$ cat config.mk
export PLATFORM = sky130hd
export DESIGN_NAME = wb_sequencer
export DESIGN_NICKNAME = d
export VERILOG_FILES = /design/src/rtl/wb_sequencer.sv
export SDC_FILE = /design/constraint.sdc
export NUM_CORES = 1
export LEC_CHECK = 0
export CORE_ASPECT_RATIO = 0.7
export CORE_MARGIN = 3
export CORE_UTILIZATION = 54
export CTS_CLUSTER_DIAMETER = 50
export CTS_CLUSTER_SIZE = 25
export DETAILED_ROUTE_END_ITERATION = 8
export PLACE_DENSITY = 0.92
export SYNTH_ARGS = -nofsm -noshare
export SYNTH_HDL_FRONTEND = slang
export SYNTH_SLANG_ARGS = --single-unit
$ cat constraint.sdc
create_clock -name clk -period 2.41 [get_ports clk]
set_input_delay 0.6025 -clock clk [delete_from_list [all_inputs] [get_ports clk]]
set_output_delay 0.6025 -clock clk [all_outputs]
set_load 0.005 [all_outputs]
$ cat src/rtl/wb_sequencer.sv
// wb_sequencer: in-order write-back sequencer with a 2-entry request queue; optional WB_TIMEOUT_EN wait timeout
module wb_sequencer #(
    parameter int TIMEOUT = 64
) (
    input  logic       clk,
    input  logic       reset,
    input  logic       req_valid,
    input  logic [2:0] req_src,
    input  logic [4:0] req_dest,
    output logic       req_ready,
    input  logic       md_done,
    input  logic       mem_ready,
    output logic [2:0] ent_write,
    output logic       reg_write,
    output logic [4:0] wb_dest,
    output logic       wb_done,
    output logic       busy,
    output logic       wb_err
);
    typedef enum logic [1:0] {IDLE, WAIT, WRITE} state_t;

    state_t     state, state_nxt;
    logic [7:0] q [2];
    logic       wp, rp;
    logic [1:0] count;
    logic [2:0] cur_src;
    logic [4:0] cur_dest;
    logic [2:0] head_src;
    logic       push, pop, src_ready, drop, to_drop;

    if (TIMEOUT < 2) begin : g_bad_timeout
        $error("wb_sequencer: TIMEOUT must be at least 2");
    end

    assign req_ready = count != 2'd2;
    assign push      = req_valid && req_ready;
    assign pop       = state == IDLE && count != 2'd0;
    assign head_src  = q[rp][7:5];
    assign src_ready = cur_src == 3'b101 ? mem_ready : md_done;

    assign ent_write = cur_src;
    assign wb_dest   = cur_dest;
    assign wb_done   = state == WRITE;
    assign reg_write = state == WRITE && cur_dest != 5'd0 && !drop;
    assign busy      = count != 2'd0 || state != IDLE;

    // queue storage needs no reset: entries are only read when count says they are valid
    always_ff @(posedge clk)
        if (push)
            q[wp] <= {req_src, req_dest};

    // queue pointers and occupancy
    always_ff @(posedge clk or posedge reset)
        if (reset) begin
            wp    <= 1'b0;
            rp    <= 1'b0;
            count <= 2'd0;
        end else begin
            if (push)
                wp <= ~wp;
            if (pop)
                rp <= ~rp;
            count <= count + 2'(push) - 2'(pop);
        end

    // state register and the request currently in flight
    always_ff @(posedge clk or posedge reset)
        if (reset) begin
            state    <= IDLE;
            cur_src  <= 3'd0;
            cur_dest <= 5'd0;
        end else begin
            state <= state_nxt;
            if (pop) begin
                cur_src  <= head_src;
                cur_dest <= q[rp][4:0];
            end
        end

    // HI, LO and load must wait for their producer; everything else writes straight away
    always_comb begin
        state_nxt = state;
        if (state == IDLE && pop)
            state_nxt = head_src inside {3'b010, 3'b011, 3'b101} ? WAIT : WRITE;
        else if (state == WAIT && (src_ready || to_drop))
            state_nxt = WRITE;
        else if (state == WRITE)
            state_nxt = IDLE;
    end

`ifdef WB_TIMEOUT_EN
    logic [7:0] wcnt;

    assign to_drop = state == WAIT && !src_ready && wcnt == 8'(TIMEOUT - 1);

    // wait counter; a timed-out request passes through WRITE with its write suppressed
    always_ff @(posedge clk or posedge reset)
        if (reset) begin
            wcnt   <= 8'd0;
            drop   <= 1'b0;
            wb_err <= 1'b0;
        end else begin
            wcnt <= state == WAIT ? wcnt + 8'd1 : 8'd0;
            drop <= to_drop;
            if (to_drop)
                wb_err <= 1'b1;
        end
`else
    assign to_drop = 1'b0;
    assign drop    = 1'b0;
    assign wb_err  = 1'b0;
`endif

endmodule
==> results of run 1 <==
## layout by cell type, fill, tap and decap left out
cell             Yosys  routed
o21a_1               2       2
xor2_1               1       1
xnor2_1              4       4
mux2i_1              9       9
a32o_1               1       1
buf_4                1       6
o221ai_1             1       1
and3b_1              1       1
mux2_2               4       4
and3_2               1       1
nand3_1              2       2
clkdlybuf4s50_1      0      23
nor3_2               1       1
clkbuf_4             0       5
nand2_1              4       4
nor2b_1              1       1
inv_1                2       2
clkinv_2             0       1
conb_1               1       1
nand2b_1             2       2
nor2_2               2       2
nand4_1              1       1
a21oi_1             12      12
dfrtp_1             14      14
nand2b_2             1       1
clkbuf_1             0       1
or4_1                1       1
or2_1                1       1
dlygate4sd2_1        0       1
ha_1                 1       1
edfxtp_1            16      16
nor2_1               3       3
clkbuf_8             0       1
a2111oi_4            1       1
## metrics by stage
step | setup slack [ps] | instance area (µm²) | utilization | hold WS, ps | total power (W)
floorplan | 741 | 1310 | - | 460 | 0.00147
global placement | 331 | 1590 | 0.714 | 475 | 0.00181
detailed placement | 302 | 1590 | 0.714 | 488 | 0.00185
CTS | 146 | 1660 | 0.747 | 505 | 0.00218
global route | 72.9 | 1660 | 0.747 | 541 | 0.00233
finish | 178 | 1660 | 0.747 | 501 | 0.00216
## Yosys cell counts (all sizes together)
library cell | n | area (µm²)
conb | 1 | 3.75
a2111oi | 1 | 27.5
nor2 | 5 | 23.8
nand3 | 2 | 10.0
buf | 4 | 28.8
a32o | 1 | 10.0
ha | 1 | 12.5
o221ai | 1 | 8.76
o21a | 2 | 15.0
a21oi | 12 | 60.1
nor2b | 1 | 6.26
xor2 | 1 | 8.76
nand2b | 3 | 21.3
nand4 | 1 | 6.26
or2 | 1 | 6.26
or4 | 1 | 7.51
inv | 2 | 7.51
nand2 | 4 | 15.0
mux2 | 4 | 45.0
dfrtp | 14 | 350
and3 | 1 | 7.51
edfxtp | 16 | 480
mux2i | 9 | 90.1
and3b | 1 | 8.76
nor3 | 1 | 10.0
xnor2 | 4 | 35.0
clkbuf | 1 | 5.00
## cell families (layout without fill, tap and decap cells)
family / count (synthesis) / in the layout / synth area share
AOI/OAI and AO/OA: 17 / 17 / 0.0926
xor gates and xnor gates: 5 / 5 / 0.0334
adders and majority gates: 1 / 1 / 0.00954
buffers and inverters: 7 / 40 / 0.0315
DFF: 30 / 30 / 0.634
muxes: 13 / 13 / 0.103
other: 1 / 1 / 0.00286
and+or+nand+nor: 21 / 21 / 0.0935
## power by group
part / internal, W / switching, W / leakage, nW
Sequential: 0.000741 / 0.000163 / 0.309
Combinational: 0.000533 / 0.000423 / 0.300
Clock: 0.000141 / 0.000163 / 0.0353
Total: 0.00142 / 0.000749 / 0.644
## registers in the layout, indices dropped and copies added, names as in the netlist
signal / flops
count: 2
ent_write: 3
q: 16
rp: 1
state: 2
wb_dest: 5
wp: 1
## what timing repair did
action                     in CTS  in global routing
setup buffers                   2                  0
resized for setup               1                  0
hold buffers                    0                  0
setup endpoints to repair       1                  0
## layer usage
layer / vias up / GRT usage / part of all wire
li1: 408 / - / -
met1: 418 / 0.227 / 0.41
met2: 33 / 0.313 / 0.50
met3: 4 / 0.0957 / 0.079
met4: 0 / 0.113 / 0.014
met5: - / 0 / 0
## final timing paths
| check | slack, ps | cells past startpoint | to | startpoint |
|---|---|---|---|---|
| hold / removal | 500 | 1 | wp | wp |
| setup reg to reg | 800 | 7 | count[1] | count[1] |
| max in group asynchronous | 1420 | 2 | wb_dest[1] | reset |
| min in group asynchronous | 620 | 2 | ent_write[0] | reset |
| hold reg to reg | 500 | 1 | wp | wp |
| setup / recovery | 180 | 2 | wb_done | state[0] |
## critical path, stage by stage (launching register included)
cell             delay (ps)
dfrtp_1                 480
nor2b_1                 260
clkdlybuf4s50_1         560
## area by class of cell
cell class	count	area (µm²)	area share
Sequential cell	30	831	0.500
Multi-Input combinational cell	58	439	0.264
Timing Repair Buffer	30	284	0.171
Clock buffer	7	55.1	0.0331
Tap cell	32	40.0	0.0241
Inverter	2	7.51	0.00452
Clock inverter	1	5.00	0.00301
==> metrics, run 1 <==
clock sink count 30; initial antenna violation count 0; Area Growth Syn to Fin 26.7%; critical path class register to primary output; Max Freq 0.448 GHz; chip width 64.9 µm; # diodes 0; CP arrival roughly 1600 ps; DR pass1 iterations 4; period utilization 0.926; number of global-route vias before repair 896; dpl cells 150; HPWL Detailed 1810 µm; Critical Path Fanout Max 6; initial core utilization 0.589; Tmin final 2230 ps; post-synthesis sequential area ratio 0.634; GP Congestion 0.825; Vias 863; RSZ-0062 raised after global routing false; Fill cells 162; worst vdd rail ir drop 0.651 mV; Lkg Pwr 0.644 nW; HP Class register to register; Crit. End Element primary output; Mapped Area 1310 µm²; CTS Root Cell clkbuf_4; # DRC 0; clock buffer depth 2; count of different cell masters after synthesis 31; endpoints failing setup 0; Layout Nets 141; Final Skew around 5.4 ps; TritonCTS Buffers 5; DRT Wirelength 2500 µm; Top-Level Pins 26; Slew Limit Fails 0; Final ANT Viol Nets 0; grt total ovfl 0; 1st-iter DRT viols 18; die area 3060 µm²; H-tree Lvls 2; DR vias/cell 5.39; status complete, no violations; Rows 14; syn_area_per_cell 13.8 µm²; Clk pin slew, worst setup/hold paths 90 ps; Worst setup SP type register; total track usage 0.198; Cells after Synth 95; Non-Filler Instances 160; Skew-Pair Late Insertion Delay about 320 ps; MaxCap Viol Count 0; setup tns final 0 ps; drt wl/cell between 15 and 20 µm; Mapped Nets approximately 110; share of cells above drive strength 1 0.180; worst rel slew slack 0.621; worst slew pin tran around 570 ps; CTS tree yes; largest net degree at the start of global routing 15; Synthesis Warnings 0; IO Port Bufs 24; die height 47.2 µm; core area 2220 µm²; Seq cells post-synth 30; Required @ worst endpoint approximately 1800 ps; endpoints failing hold 0; global-route wire length before repair 4190 µm; PwrDens 1300 nW/µm²
(Power assumes the default switching activity.)
==> inputs of run 2 (changes only) <==
- ABC_AREA: default -> 1
- CORE_UTILIZATION: 54 -> 53
- PLACE_DENSITY: 0.92 -> 0.91
==> run 2 against run 1 <==
  * Sequential power down 25%
  * Power shrank 46%
  * Hold slack improved by 28 ps
  * Die area decreased by 0.14%
  * Critical path depth rose by 3
  * Non-clock buffer count is 4 lower
  * Synthesized cell count rose by 28%
  * Clock power decreased by 14%
  * Critical path type unchanged
  * Critical endpoint is now reg_write
  * Largest power group is now registers
  * Highest routed layer unchanged
==> metrics, run 2 <==
endpoints failing hold 0 (unchanged); share of cells above drive strength 1 0.0921 (-0.0876); 1st-iter DRT viols 18 (unchanged); ys flop type edfxtp_1; Comb power frac 0.197 (-0.245); DR vias/cell 4.82 (-11%); number of global-route vias before repair 862 (-3.8%); GP Congestion 0.756 (-8.4%); endpoints failing setup 0 (unchanged); Post-synth top cells nand2_1, edfxtp_1, nor2_1; Skew-Pair Late Insertion Delay 310 ps (about the same); Top-Level Pins 26 (unchanged); core area 2220 µm² (unchanged); largest net degree at the start of global routing 21 (+6); RSZ-0062 raised after global routing false; Biggest register q; # DRC 0 (unchanged); Layout Nets 165 (+17%); Hold Slack 530 ps (+28.3 ps); die area 3060 µm² (-0.14%); CTS tree yes; # diodes 0 (unchanged); FF-to-FF Start state[1]; drt wl/cell 11.8 µm (-24%); Cells after Synth 122 (+28%); clock buffer depth 2 (unchanged); PwrDens 736 nW/µm² (-44%); HPWL Detailed 1640 µm (-9.4%); total track usage 0.164 (-0.0343); Final ANT Viol Nets 0 (unchanged); Mapped Nets 136 (+25%); Area Growth Syn to Fin 23.8%; chip width 64.9 µm (about the same); switch share 0.276 (-0.0706); Worst setup SP type register; hold buffers post-CTS 0 (unchanged); CTS Root Cell clkbuf_4; Async SR Flop Fraction 0.467 (unchanged); Vias 886 (+2.7%); max FFs per register 16 (unchanged); syn_area_per_cell 10.5 µm² (-24%); IO Port Bufs 24 (unchanged); initial antenna violation count 0 (unchanged); number of synthesized flops with an enable pin 16 (unchanged); grt total ovfl 0 (unchanged); Synthesis Warnings 0 (unchanged); top post-synthesis cells by area edfxtp_1, dfrtp_1, nand2_1; Lkg Pwr 0.710 nW (+10%); area leader, netlist edfxtp_1; status complete, no violations; H-tree Lvls 2 (unchanged); CP Capture Point reg_write; worst rel slew slack 0.659 (+0.0374); HP Class register to register; die height 47.2 µm (about the same); postcts setup bufs 0 (-2); commonest non-fill, non-tap cell in the layout nand2_1; Mapped Area 1280 µm² (-2.0%); Resized cells post-CTS 0 (-1); Reg-to-Reg End count[1]; Place WS 330 ps (+27.4 ps); post-synthesis sequential area ratio 0.647 (+0.0130); Clk pin slew, worst setup/hold paths 90 ps (about the same); DRT Wirelength 2180 µm (-13%); worst vdd rail ir drop 0.377 mV (-42%); worst slew pin tran 512 ps (-56.7 ps); clock power share 0.223 (+0.083); Max Freq 0.452 GHz (+0.81%); cell-internal power 0.000848 W (-40%); r2r setup slk 720 ps (-80 ps); CP startpoint state[1]; Tmin final 2210 ps (-17.9 ps); TritonCTS Buffers 5 (unchanged); critical path class register to primary output; Crit. End Element primary output; Fill cells 171 (+5.6%); Util after Layout 0.715 (-0.0321); count of different cell masters after synthesis 25 (-19%); clock sink count 30 (unchanged); most common cell in the netlist nand2_1; setup tns final 0 ps (unchanged); Required @ worst endpoint 1810 ps (about the same); DR pass1 iterations 4 (unchanged); MaxCap Viol Count 0 (unchanged); Rows 14 (unchanged); Yosys top cell area share 0.374 (+0.00749); commonest non-fill, non-tap cells in the layout nand2_1, clkdlybuf4s50_1, edfxtp_1; initial core utilization 0.578 (-0.0118); Flop pwr share 0.580 (+0.162); Critical Path Fanout Max 3 (-3); Final Skew 6.63 ps (+1.25 ps); CP arrival 1610 ps (-20 ps); Seq cells post-synth 30 (unchanged); reg2reg path depth 8 (+1); Slew Limit Fails 0 (unchanged); period utilization 0.919 (-0.00741); global-route wire length before repair 3580 µm (-14%); Psw 0.000322 W (-57%); final worst slack 196 ps (+17.9 ps)
==> run 2: final cells by class <==
type	instances	area, µm²	area share
repair buffers	26	255	0.161
multi-input cells	74	362	0.227
inverters	14	52.6	0.0330
clock buffers	6	41.3	0.0260
well taps	32	40.0	0.0252
clock inverters	2	8.76	0.00551
flip-flops and latches	30	831	0.522
==> run 2: how the worst min path moves through the flow <==
stage / start / endpoint / slack [ps] / depth (start not counted)
CTS: q[1][4] / wb_dest[4] / 540 / 2
floorplan: state[1] / state[1] / 480 / 2
global placement: state[1] / state[1] / 500 / 2
detailed placement: wp / wp / 520 / 2
finish: q[1][0] / wb_dest[0] / 530 / 2
global route: wp / wp / 580 / 2
==> run 2: layer usage <==
layer,vias up,global-route usage,share of wire
met5,-,0,0
met4,0,0.0840,0.011
li1,446,-,-
met3,5,0.0598,0.069
met1,411,0.174,0.40
met2,24,0.299,0.52
==> run 2: logic make-up after synthesis <==
group,count (synthesis),synth area share
AOI/OAI and AO/OA,12,0.0535
xor gates and xnor gates,3,0.0263
adders and majority gates,1,0.00974
buffers and inverters,18,0.0720
DFF,30,0.647
other,1,0.00292
and+or+nand+nor,57,0.189
==> run 2: per-stage QoR <==
stage                     std cells  area [µm²]  total power [W]
after floorplan                 122        1280         0.000824
after global placement          176        1540         0.000904
after detailed placement        176        1540         0.000923
after CTS                       184        1590          0.00118
after global routing            184        1590          0.00125
final                           184        1590          0.00117
==> run 2: worst max-delay path, stage by stage (launching register included) <==
cell and delay (ps):
dfrtp_1 370, inv_1 80, nor2_1 160, o21ai_0 120, inv_1 70, clkdlybuf4s50_1 500
==> run 2: power groups by stage <==
stage          registers [W]  logic, W  clock network (W)
2_1_floorplan       0.000680  0.000144                  0
3_3_place_gp        0.000685  0.000219                  0
6_report            0.000679  0.000230           0.000261
5_1_grt             0.000686  0.000263           0.000299
3_5_place_dp        0.000690  0.000233                  0
4_1_cts             0.000679  0.000236           0.000269
